==> src/rtl/link_parameter_loader.sv <==
// link_parameter_loader: loads one parameter word per link during the parameter-loading stage.
// Optional checksum word after the last link word when LINK_PARAM_CHECKSUM_EN is defined.
module link_parameter_loader #(
  parameter int NUM_LINKS = 64,
  parameter int MAX_WEIGHT = 2,
  parameter int STAGE_WIDTH = 3,
  parameter logic [STAGE_WIDTH-1:0] STAGE_PARAMETERS_LOADING = STAGE_WIDTH'(1),
  localparam int LINK_BIT_WIDTH = $clog2(MAX_WEIGHT + 1),
  localparam int WORD_WIDTH = LINK_BIT_WIDTH + 2,
  localparam int IDX_WIDTH = $clog2(NUM_LINKS + 1)
) (
  input  logic                               clk,
  input  logic                               reset,
  input  logic [STAGE_WIDTH-1:0]             global_stage,
  input  logic [WORD_WIDTH-1:0]              in_data,
  input  logic                               in_valid,
  output logic                               in_ready,
  output logic [NUM_LINKS*LINK_BIT_WIDTH-1:0] weight_bus,
  output logic [NUM_LINKS*2-1:0]             boundary_bus,
  output logic                               load_done,
  output logic                               load_error
);
  localparam int AW = NUM_LINKS > 1 ? $clog2(NUM_LINKS) : 1;
  localparam logic [IDX_WIDTH-1:0] LAST = IDX_WIDTH'(NUM_LINKS - 1);
  localparam logic [LINK_BIT_WIDTH-1:0] MAXW = LINK_BIT_WIDTH'(MAX_WEIGHT);
`ifdef LINK_PARAM_CHECKSUM_EN
  typedef enum logic [1:0] {IDLE, LOAD, CHECK, DONE} state_t;
`else
  typedef enum logic [1:0] {IDLE, LOAD, DONE} state_t;
`endif
  state_t r_state, w_next;
  logic [IDX_WIDTH-1:0] r_idx;
  logic [LINK_BIT_WIDTH-1:0] r_weight [NUM_LINKS];
  logic [1:0] r_boundary [NUM_LINKS];
  logic r_done, r_error;
  logic w_stage, w_xfer, w_last, w_sat;
  logic [AW-1:0] w_widx;
  logic [LINK_BIT_WIDTH-1:0] w_weight;
`ifdef LINK_PARAM_CHECKSUM_EN
  logic [WORD_WIDTH-1:0] r_xor;
  assign in_ready = r_state == LOAD || r_state == CHECK;
`else
  assign in_ready = r_state == LOAD;
`endif
  assign w_stage = global_stage == STAGE_PARAMETERS_LOADING;
  assign w_xfer = in_valid && in_ready;
  assign w_last = r_idx == LAST;
  assign w_widx = r_idx[AW-1:0];
  assign w_weight = in_data[LINK_BIT_WIDTH-1:0];
  assign w_sat = w_weight > MAXW;
  assign load_done = r_done;
  assign load_error = r_error;
  for (genvar i = 0; i < NUM_LINKS; i++) begin : g_bus
    assign weight_bus[i*LINK_BIT_WIDTH +: LINK_BIT_WIDTH] = r_weight[i];
    assign boundary_bus[i*2 +: 2] = r_boundary[i];
  end
  always_comb begin
    w_next = r_state;
    case (r_state)
      IDLE: w_next = w_stage ? LOAD : IDLE;
`ifdef LINK_PARAM_CHECKSUM_EN
      LOAD: w_next = (w_xfer && w_last) ? CHECK : (w_stage ? LOAD : IDLE);
      CHECK: w_next = w_xfer ? DONE : (w_stage ? CHECK : IDLE);
`else
      LOAD: w_next = (w_xfer && w_last) ? DONE : (w_stage ? LOAD : IDLE);
`endif
      default: w_next = w_stage ? DONE : IDLE;
    endcase
  end
  always_ff @(posedge clk or posedge reset)
    if (reset) r_state <= IDLE;
    else r_state <= w_next;
  always_ff @(posedge clk or posedge reset) begin
    if (reset) begin
      r_idx <= '0;
      r_done <= 1'b0;
      r_error <= 1'b0;
      for (int k = 0; k < NUM_LINKS; k++) begin
        r_weight[k] <= '0;
        r_boundary[k] <= '0;
      end
`ifdef LINK_PARAM_CHECKSUM_EN
      r_xor <= '0;
`endif
    end else begin
      if (r_state == IDLE && w_stage) begin
        r_idx <= '0;
        r_done <= 1'b0;
        r_error <= 1'b0;
`ifdef LINK_PARAM_CHECKSUM_EN
        r_xor <= '0;
`endif
      end
      if (r_state == LOAD && w_xfer) begin
        r_weight[w_widx] <= w_sat ? MAXW : w_weight;
        r_boundary[w_widx] <= in_data[WORD_WIDTH-1 -: 2];
        r_idx <= r_idx + 1'b1;
        if (w_sat) r_error <= 1'b1;
`ifdef LINK_PARAM_CHECKSUM_EN
        r_xor <= r_xor ^ in_data;
`else
        if (w_last) r_done <= 1'b1;
`endif
      end
      // a final word arriving on the same edge the stage ends still completes the load
      if (r_state == LOAD && !w_stage && !(w_xfer && w_last)) r_error <= 1'b1;
`ifdef LINK_PARAM_CHECKSUM_EN
      if (r_state == CHECK && w_xfer) begin
        r_done <= 1'b1;
        if (in_data != r_xor) r_error <= 1'b1;
      end
      if (r_state == CHECK && !w_stage && !w_xfer) r_error <= 1'b1;
`endif
    end
  end
endmodule

==> config.mk <==
export PLATFORM = sky130hd
export DESIGN_NAME = link_parameter_loader
export DESIGN_NICKNAME = d
export VERILOG_FILES = /design/src/rtl/link_parameter_loader.sv
export SDC_FILE = /design/constraint.sdc
export NUM_CORES = 1
export LEC_CHECK = 0
export CELL_PAD_IN_SITES_DETAIL_PLACEMENT = 0
export CELL_PAD_IN_SITES_GLOBAL_PLACEMENT = 2
export CORE_MARGIN = 1.5
export CORE_UTILIZATION = 31
export DETAILED_ROUTE_END_ITERATION = 8
export GPL_TIMING_DRIVEN = 0
export PLACE_DENSITY = 0.78
export SYNTH_ARGS = -nofsm -noshare
export SYNTH_HDL_FRONTEND = slang
export SYNTH_SLANG_ARGS = --single-unit
==> constraint.sdc <==
create_clock -name clk -period 10.9 [get_ports clk]
set_clock_uncertainty 0.05 [all_clocks]
set_input_delay 3.27 -clock clk [delete_from_list [all_inputs] [get_ports clk]]
set_output_delay 3.27 -clock clk [all_outputs]
set_load 0.05 [all_outputs]
==> flow_summary.json, run 1 <==
{
  "outcome": "finished clean",
  "antenna_cells": 0,
  "p_leak_nw": 7.11,
  "slew_headroom_pct": 45.9,
  "totalWireLength_mm": 30.7,
  "post_cts_buffers": 0,
  "p_per_area_nw_per_um2": 154,
  "antenna_found_initial": 0,
  "wl_per_cell_um": 20.7,
  "drtIter0Drc": 301,
  "synth_top_area_cell": "dfrtp_1",
  "crit_arrival_ns": 2.13,
  "drtPass1Iterations": 4,
  "clk_pin_slew_worst_paths_ns": 0.06,
  "r2r-start": "r_idx[4]",
  "tns_ns": 0,
  "cts_hold_buf": 0,
  "nFillCells": 3211,
  "drive_above_1_share_pct": 35.4,
  "post_synth.cell_area_avg_um2": 15.3,
  "grt_pass1_vias": 7324,
  "seqCellArea_um2": 6680,
  "synth_edf_count": 0,
  "synthCells": 706,
  "cts_tree": "yes",
  "core-area_um2": 34500,
  "critical_path.endpoint": "in_ready",
  "vias": 6924,
  "initial_core_util_pct": 31.4,
  "utilization_pct": 44.2,
  "rrSetupSlack_ns": 8.60,
  "synthTopCellsByArea": "dfrtp_1 62%, mux2_2 27%, nor3_4 1.8%",
  "cts_resized": 0,
  "cpPeakStageDelay_ns": 0.84,
  "ir_drop_mv": 0.119,
  "ys_ff_latch": 267,
  "setup_ws_ns": 5.45,
  "timing_hold_violations_final": 0,
  "netlist_area_um2": 10800,
  "gp_congestion": 0.698,
  "nets": 1018,
  "placed_area_um2": 14100,
  "synth_cell_types": 41,
  "worstSkewPairLatency_ns": 0.55,
  "drc_errors": 0,
  "num_rows": 68,
  "critPathCaptureType": "output pin",
  "cts_max_level": 1,
  "portBuffers": 266,
  "postSynth.asyncResetShare_pct": 100,
  "ys_seq_area_share_pct": 61.8,
  "r2r_cells": 5,
  "cp-startpoint": "r_state[1]",
  "syn_nets": 717,
  "die_height_um": 190,
  "crit_fanout": 10,
  "numCtsBuffers": 31,
  "setup_violations": 0,
  "cts.sinks": 267,
  "instances_no_fill": 1486,
  "area_growth_pct": 41.0,
  "grt_start_max_net_pins": 107,
  "yosys_warnings": 0,
  "die-width_um": 190,
  "finalInstanceArea_um2": 15200,
  "ctsRootBufferMaster": "clkbuf_16",
  "finalCriticalPeriod_ns": 5.45,
  "cp-start-kind": "register",
  "criticalPathCategory": "register to output pin",
  "worstMarginPinSlew_ns": 0.812,
  "grt_use_total_pct": 17.2,
  "die_area_um2": 36000,
  "crit_chain": "nand2b_1 -> inv_1 -> clkdlybuf4s50_1",
  "place_ws_ns": 5.39,
  "cts_buffer_depth": 3,
  "cp_data_required_time_ns": 7.58,
  "r2r-end": "boundary_bus[69]",
  "hpwl_mm": 21.6,
  "grt_pass1_wl_mm": 47.1,
  "hp-class": "register to register",
  "vias_per_cell": 4.66,
  "grt.overflow.total": 0,
  "postRouteAntennaNets": 0,
  "period_share_pct": 50.0,
  "rsz0062_at_grt": "no",
  "critical_path.slowest_cell": "clkdlybuf4s50_1",
  "synth_top_area_share_pct": 61.8,
  "drv_cap": 0,
  "io_pins": 269,
  "placed_cells": 1429,
  "multi_input_area_um2": 3890,
  "synth_ff_type": "dfrtp_1",
  "max_freq_mhz": 183,
  "timing.final.max_slew_violations": 0
}
==> worst min path at each step <==
| stage | startpoint | endpoint | cells past startpoint |
|---|---|---|---|
| 5_1_grt | boundary_bus[34] | boundary_bus[34] | 1 |
| 4_1_cts | weight_bus[24] | weight_bus[24] | 1 |
| 2_1_floorplan | r_idx[6] | r_idx[6] | 2 |
| 3_5_place_dp | weight_bus[124] | weight_bus[124] | 1 |
| 6_report | weight_bus[106] | weight_bus[106] | 1 |
| 3_3_place_gp | weight_bus[124] | weight_bus[124] | 1 |
==> through the flow <==
step,hold WS (ns),total power (W)
CTS,0.456,0.00239
finish,0.452,0.00235
global placement,0.419,0.00122
detailed placement,0.434,0.00122
global route,0.463,0.00244
floorplan,0.479,0.00115
==> layout by cell type, fill, tap and decap left out, types with 2 or more instances in the layout <==
| cell type | count |
|---|---|
| dfrtp_1 | 267 |
| clkdlybuf4s50_1 | 266 |
| mux2_2 | 255 |
| nand3_1 | 36 |
| clkbuf_1 | 35 |
| clkbuf_16 | 31 |
| nor3_2 | 19 |
| buf_2 | 15 |
| nor3_4 | 12 |
| bufinv_16 | 8 |
| clkinv_2 | 8 |
| o21ai_0 | 7 |
| nand3b_1 | 5 |
| nor3b_1 | 4 |
| nand2b_1 | 4 |
| nand2_1 | 4 |
| and3b_1 | 4 |
| o211ai_1 | 4 |
| clkbuf_8 | 4 |
| nor2_1 | 3 |
| nor3_1 | 3 |
| nor2b_1 | 3 |
| buf_1 | 3 |
| clkbuf_2 | 2 |
| or3_1 | 2 |
| buf_4 | 2 |
| or3b_2 | 2 |
| buf_16 | 2 |
==> cells in the mapped netlist, drive strengths merged (2+ instances only) <==
master	instances
and3b	4
buf	20
clkbuf	32
dfrtp	267
inv	2
mux2	256
nand2	5
nand2b	4
nand3	36
nand3b	5
nand4b	2
nor2	3
nor2b	3
nor3	34
nor3b	4
o211ai	4
o21ai	7
or3	2
or3b	3
==> power by group <==
part / switching [W] / total (W) / internal, W
combinational: 0.000135 / 0.000183 / 0.0000484
clock: 0.000413 / 0.00115 / 0.000735
sequential: 0.00000809 / 0.00102 / 0.00101
total: 0.000556 / 0.00235 / 0.00179
==> worst max-delay path, delay by kind of cell, from the launching register on <==
family                 cells  cell delay, ns
flip-flops                 1            0.47
buffers and inverters      2            0.90
AND/OR/NAND/NOR            1            0.21
==> metal layers <==
layer  track usage, %  vias to the layer above  part of all wire (%)  wire length (um)
met1             23.3                     3559                    45             13800
met5                0                        -                     0                 0
li1                 -                     3156                     -                 -
met3             3.74                       39                   5.2              1600
met2             28.1                      170                    48             14700
met4             4.09                        0                   2.3               721
==> final cells by class <==
cell class | count | area share, %
Buffer | 52 | 1.47
Clock buffer | 40 | 5.58
Clock inverter | 17 | 1.90
Inverter | 2 | 0.0985
Multi-Input combinational cell | 385 | 25.5
Sequential cell | 267 | 43.9
Tap cell | 455 | 3.74
Timing Repair Buffer | 268 | 17.8
==> flip-flops by register name, indices dropped and copies added, names as in the netlist <==
signal,flops
weight_bus,128
r_idx,7
load_done,1
load_error,1
boundary_bus,128
r_state,2
==> logic make-up (layout without fill, tap and decap cells) <==
family | count (synthesis) | in the layout | share of synthesized area, %
compound gates | 17 | 17 | 1.02
mux | 256 | 256 | 26.7
flops | 267 | 267 | 61.8
buf+inv | 54 | 379 | 2.14
fa+ha+maj | 1 | 1 | 0.116
simple gates | 111 | 111 | 8.19
(Power assumes the default switching activity.)
==> run 2: changes to the inputs <==
- CORE_UTILIZATION: 31 -> 34
- PLACE_DENSITY: 0.78 -> 0.81
- clock period: 10.9 -> 5.03 ns (I/O delays scaled with it)
==> run 2 against run 1 <==
  * Clock-buffer cell count is 2 higher
  * Largest cell class unchanged
  * Cell count down 3.6%
  * First-iteration DRC count shrank 8.6%
  * Non-clock buffer count up 4
  * Largest power group is now sequential cells
==> flow_summary.json, run 2 (same netlist as run 1, synthesis figures left out) <==
{
  "crit_chain": "nand2b_1 -> inv_1 -> clkdlybuf4s50_1",
  "portBuffers": 266,
  "utilization_pct": 47.9,
  "cts_resized": 0,
  "crit_fanout": 10,
  "die-width_um": 181,
  "whs_endpoint": "weight_bus[124]",
  "max_freq_mhz": 273,
  "p_leak_nw": 7.04,
  "cts_buffer_depth": 3,
  "hp-class": "register to register",
  "area_growth_pct": 39.3,
  "worstMarginPinSlew_ns": 0.846,
  "r2r_cells": 5,
  "cts_hold_buf": 0,
  "outcome": "finished clean",
  "grt_use_total_pct": 18.0,
  "period_share_pct": 72.9,
  "rsz0062_at_grt": "no",
  "die_area_um2": 32900,
  "criticalPathCategory": "register to output pin",
  "critical_path.slowest_cell": "clkdlybuf4s50_1",
  "cts_max_level": 1,
  "post_cts_buffers": 0,
  "io_pins": 269,
  "cp_data_required_time_ns": 3.47,
  "grt.overflow.total": 0,
  "grt_pass1_wl_mm": 45.3,
  "core-area_um2": 31400,
  "rrSetupSlack_ns": 2.78,
  "cts.sinks": 267,
  "worstSkewPairLatency_ns": 0.55,
  "hold_depth": 1,
  "nets": 1020,
  "timing.final.max_slew_violations": 0,
  "hold_ws_ns": 0.447,
  "finalCriticalPeriod_ns": 3.67,
  "grt_pass1_vias": 7204,
  "antenna_found_initial": 0,
  "path_buf_inv": 2,
  "min-delay-start": "weight_bus[124]",
  "p_per_area_nw_per_um2": 315,
  "wl_per_cell_um": 20.7,
  "r2r-start": "r_idx[1]",
  "drive_above_1_share_pct": 35.1,
  "slew_headroom_pct": 43.6,
  "final_common_cell": "dfrtp_1",
  "drtPass1Iterations": 4,
  "cts_tree": "yes",
  "r2r-end": "boundary_bus[73]",
  "hpwl_mm": 21.2,
  "critPathCaptureType": "output pin",
  "drtIter0Drc": 275,
  "totalWireLength_mm": 29.6,
  "cpLargestDelayFamily": "buffers and inverters",
  "die_height_um": 181,
  "drc_errors": 0,
  "grt_start_max_net_pins": 43,
  "timing_hold_violations_final": 0,
  "num_rows": 65,
  "drv_cap": 0,
  "clk_pin_slew_worst_paths_ns": 0.06,
  "vias_per_cell": 4.84,
  "gp_congestion": 0.698,
  "cpPeakStageDelay_ns": 0.84,
  "setup_violations": 0,
  "ir_drop_mv": 0.235,
  "ctsRootBufferMaster": "clkbuf_16",
  "crit_arrival_ns": 2.11,
  "vias": 6933,
  "instances_no_fill": 1433,
  "power.total_w": 0.00474,
  "postRouteAntennaNets": 0,
  "nFillCells": 2799,
  "initial_core_util_pct": 34.4,
  "cp-start-kind": "register",
  "numCtsBuffers": 29,
  "placed_cells": 1380,
  "final_cell_mix": "267 x dfrtp_1, 266 x clkdlybuf4s50_1, 255 x mux2_2, 38 x clkbuf_1, 36 x nand3_1",
  "antenna_cells": 0
}
-- run 2: changes by cell type in the layout (fill, tap and decap cells not counted), sizes merged --
cell,delta
buf,+4
bufinv,-5
clkbuf,+2
clkinv,-2
clkinvlp,+3
inv,-2
-- run 2: how the worst max path moves through the flow --
stage,depth (start not counted),from,to
6_report,3,r_state[1],in_ready
5_1_grt,3,r_state[1],in_ready
2_1_floorplan,1,reset,boundary_bus[0]
3_3_place_gp,2,reset,boundary_bus[44]
4_1_cts,3,r_state[1],in_ready
3_5_place_dp,5,in_valid,boundary_bus[109]
-- run 2: through the flow --
| step | cell area, um^2 | TNS (ns) | worst slack, ns |
|---|---|---|---|
| floorplan | 10800 | -14.55 | -0.0545 |
| global placement | 14000 | -554.63 | -2.10 |
| detailed placement | 14100 | 0 | 1.27 |
| CTS | 15100 | 0 | 1.31 |
| global route | 15100 | 0 | 1.24 |
| finish | 15100 | 0 | 1.36 |
-- run 2: layout make-up --
type                    instances  area, um^2  share of cell area [%]
plain buffers                  52         224                    1.49
clock buffers                  42         825                    5.48
clock inverters                11         135                   0.898
inverters                       2        11.3                  0.0748
multi-input cells             385        3890                    25.8
flip-flops and latches        267        6680                    44.4
well taps                     402         503                    3.34
repair buffers                272        2780                    18.5
-- run 2: where the power goes --
| group | internal [W] | leakage [nW] | total, W | switching (W) |
|---|---|---|---|---|
| logic | 0.000110 | 2.85 | 0.000401 | 0.000291 |
| registers | 0.00218 | 3.72 | 0.00220 | 0.0000172 |
| clock network | 0.00129 | 0.469 | 0.00214 | 0.000853 |
-- run 2: per-layer routing --
metal | vias up | share of wire, % | track usage, %
met5 | - | 0 | 0
met4 | 0 | 1.3 | 3.73
met3 | 33 | 6.6 | 4.72
met2 | 187 | 46 | 28.8
met1 | 3585 | 46 | 24.6
li1 | 3128 | - | -
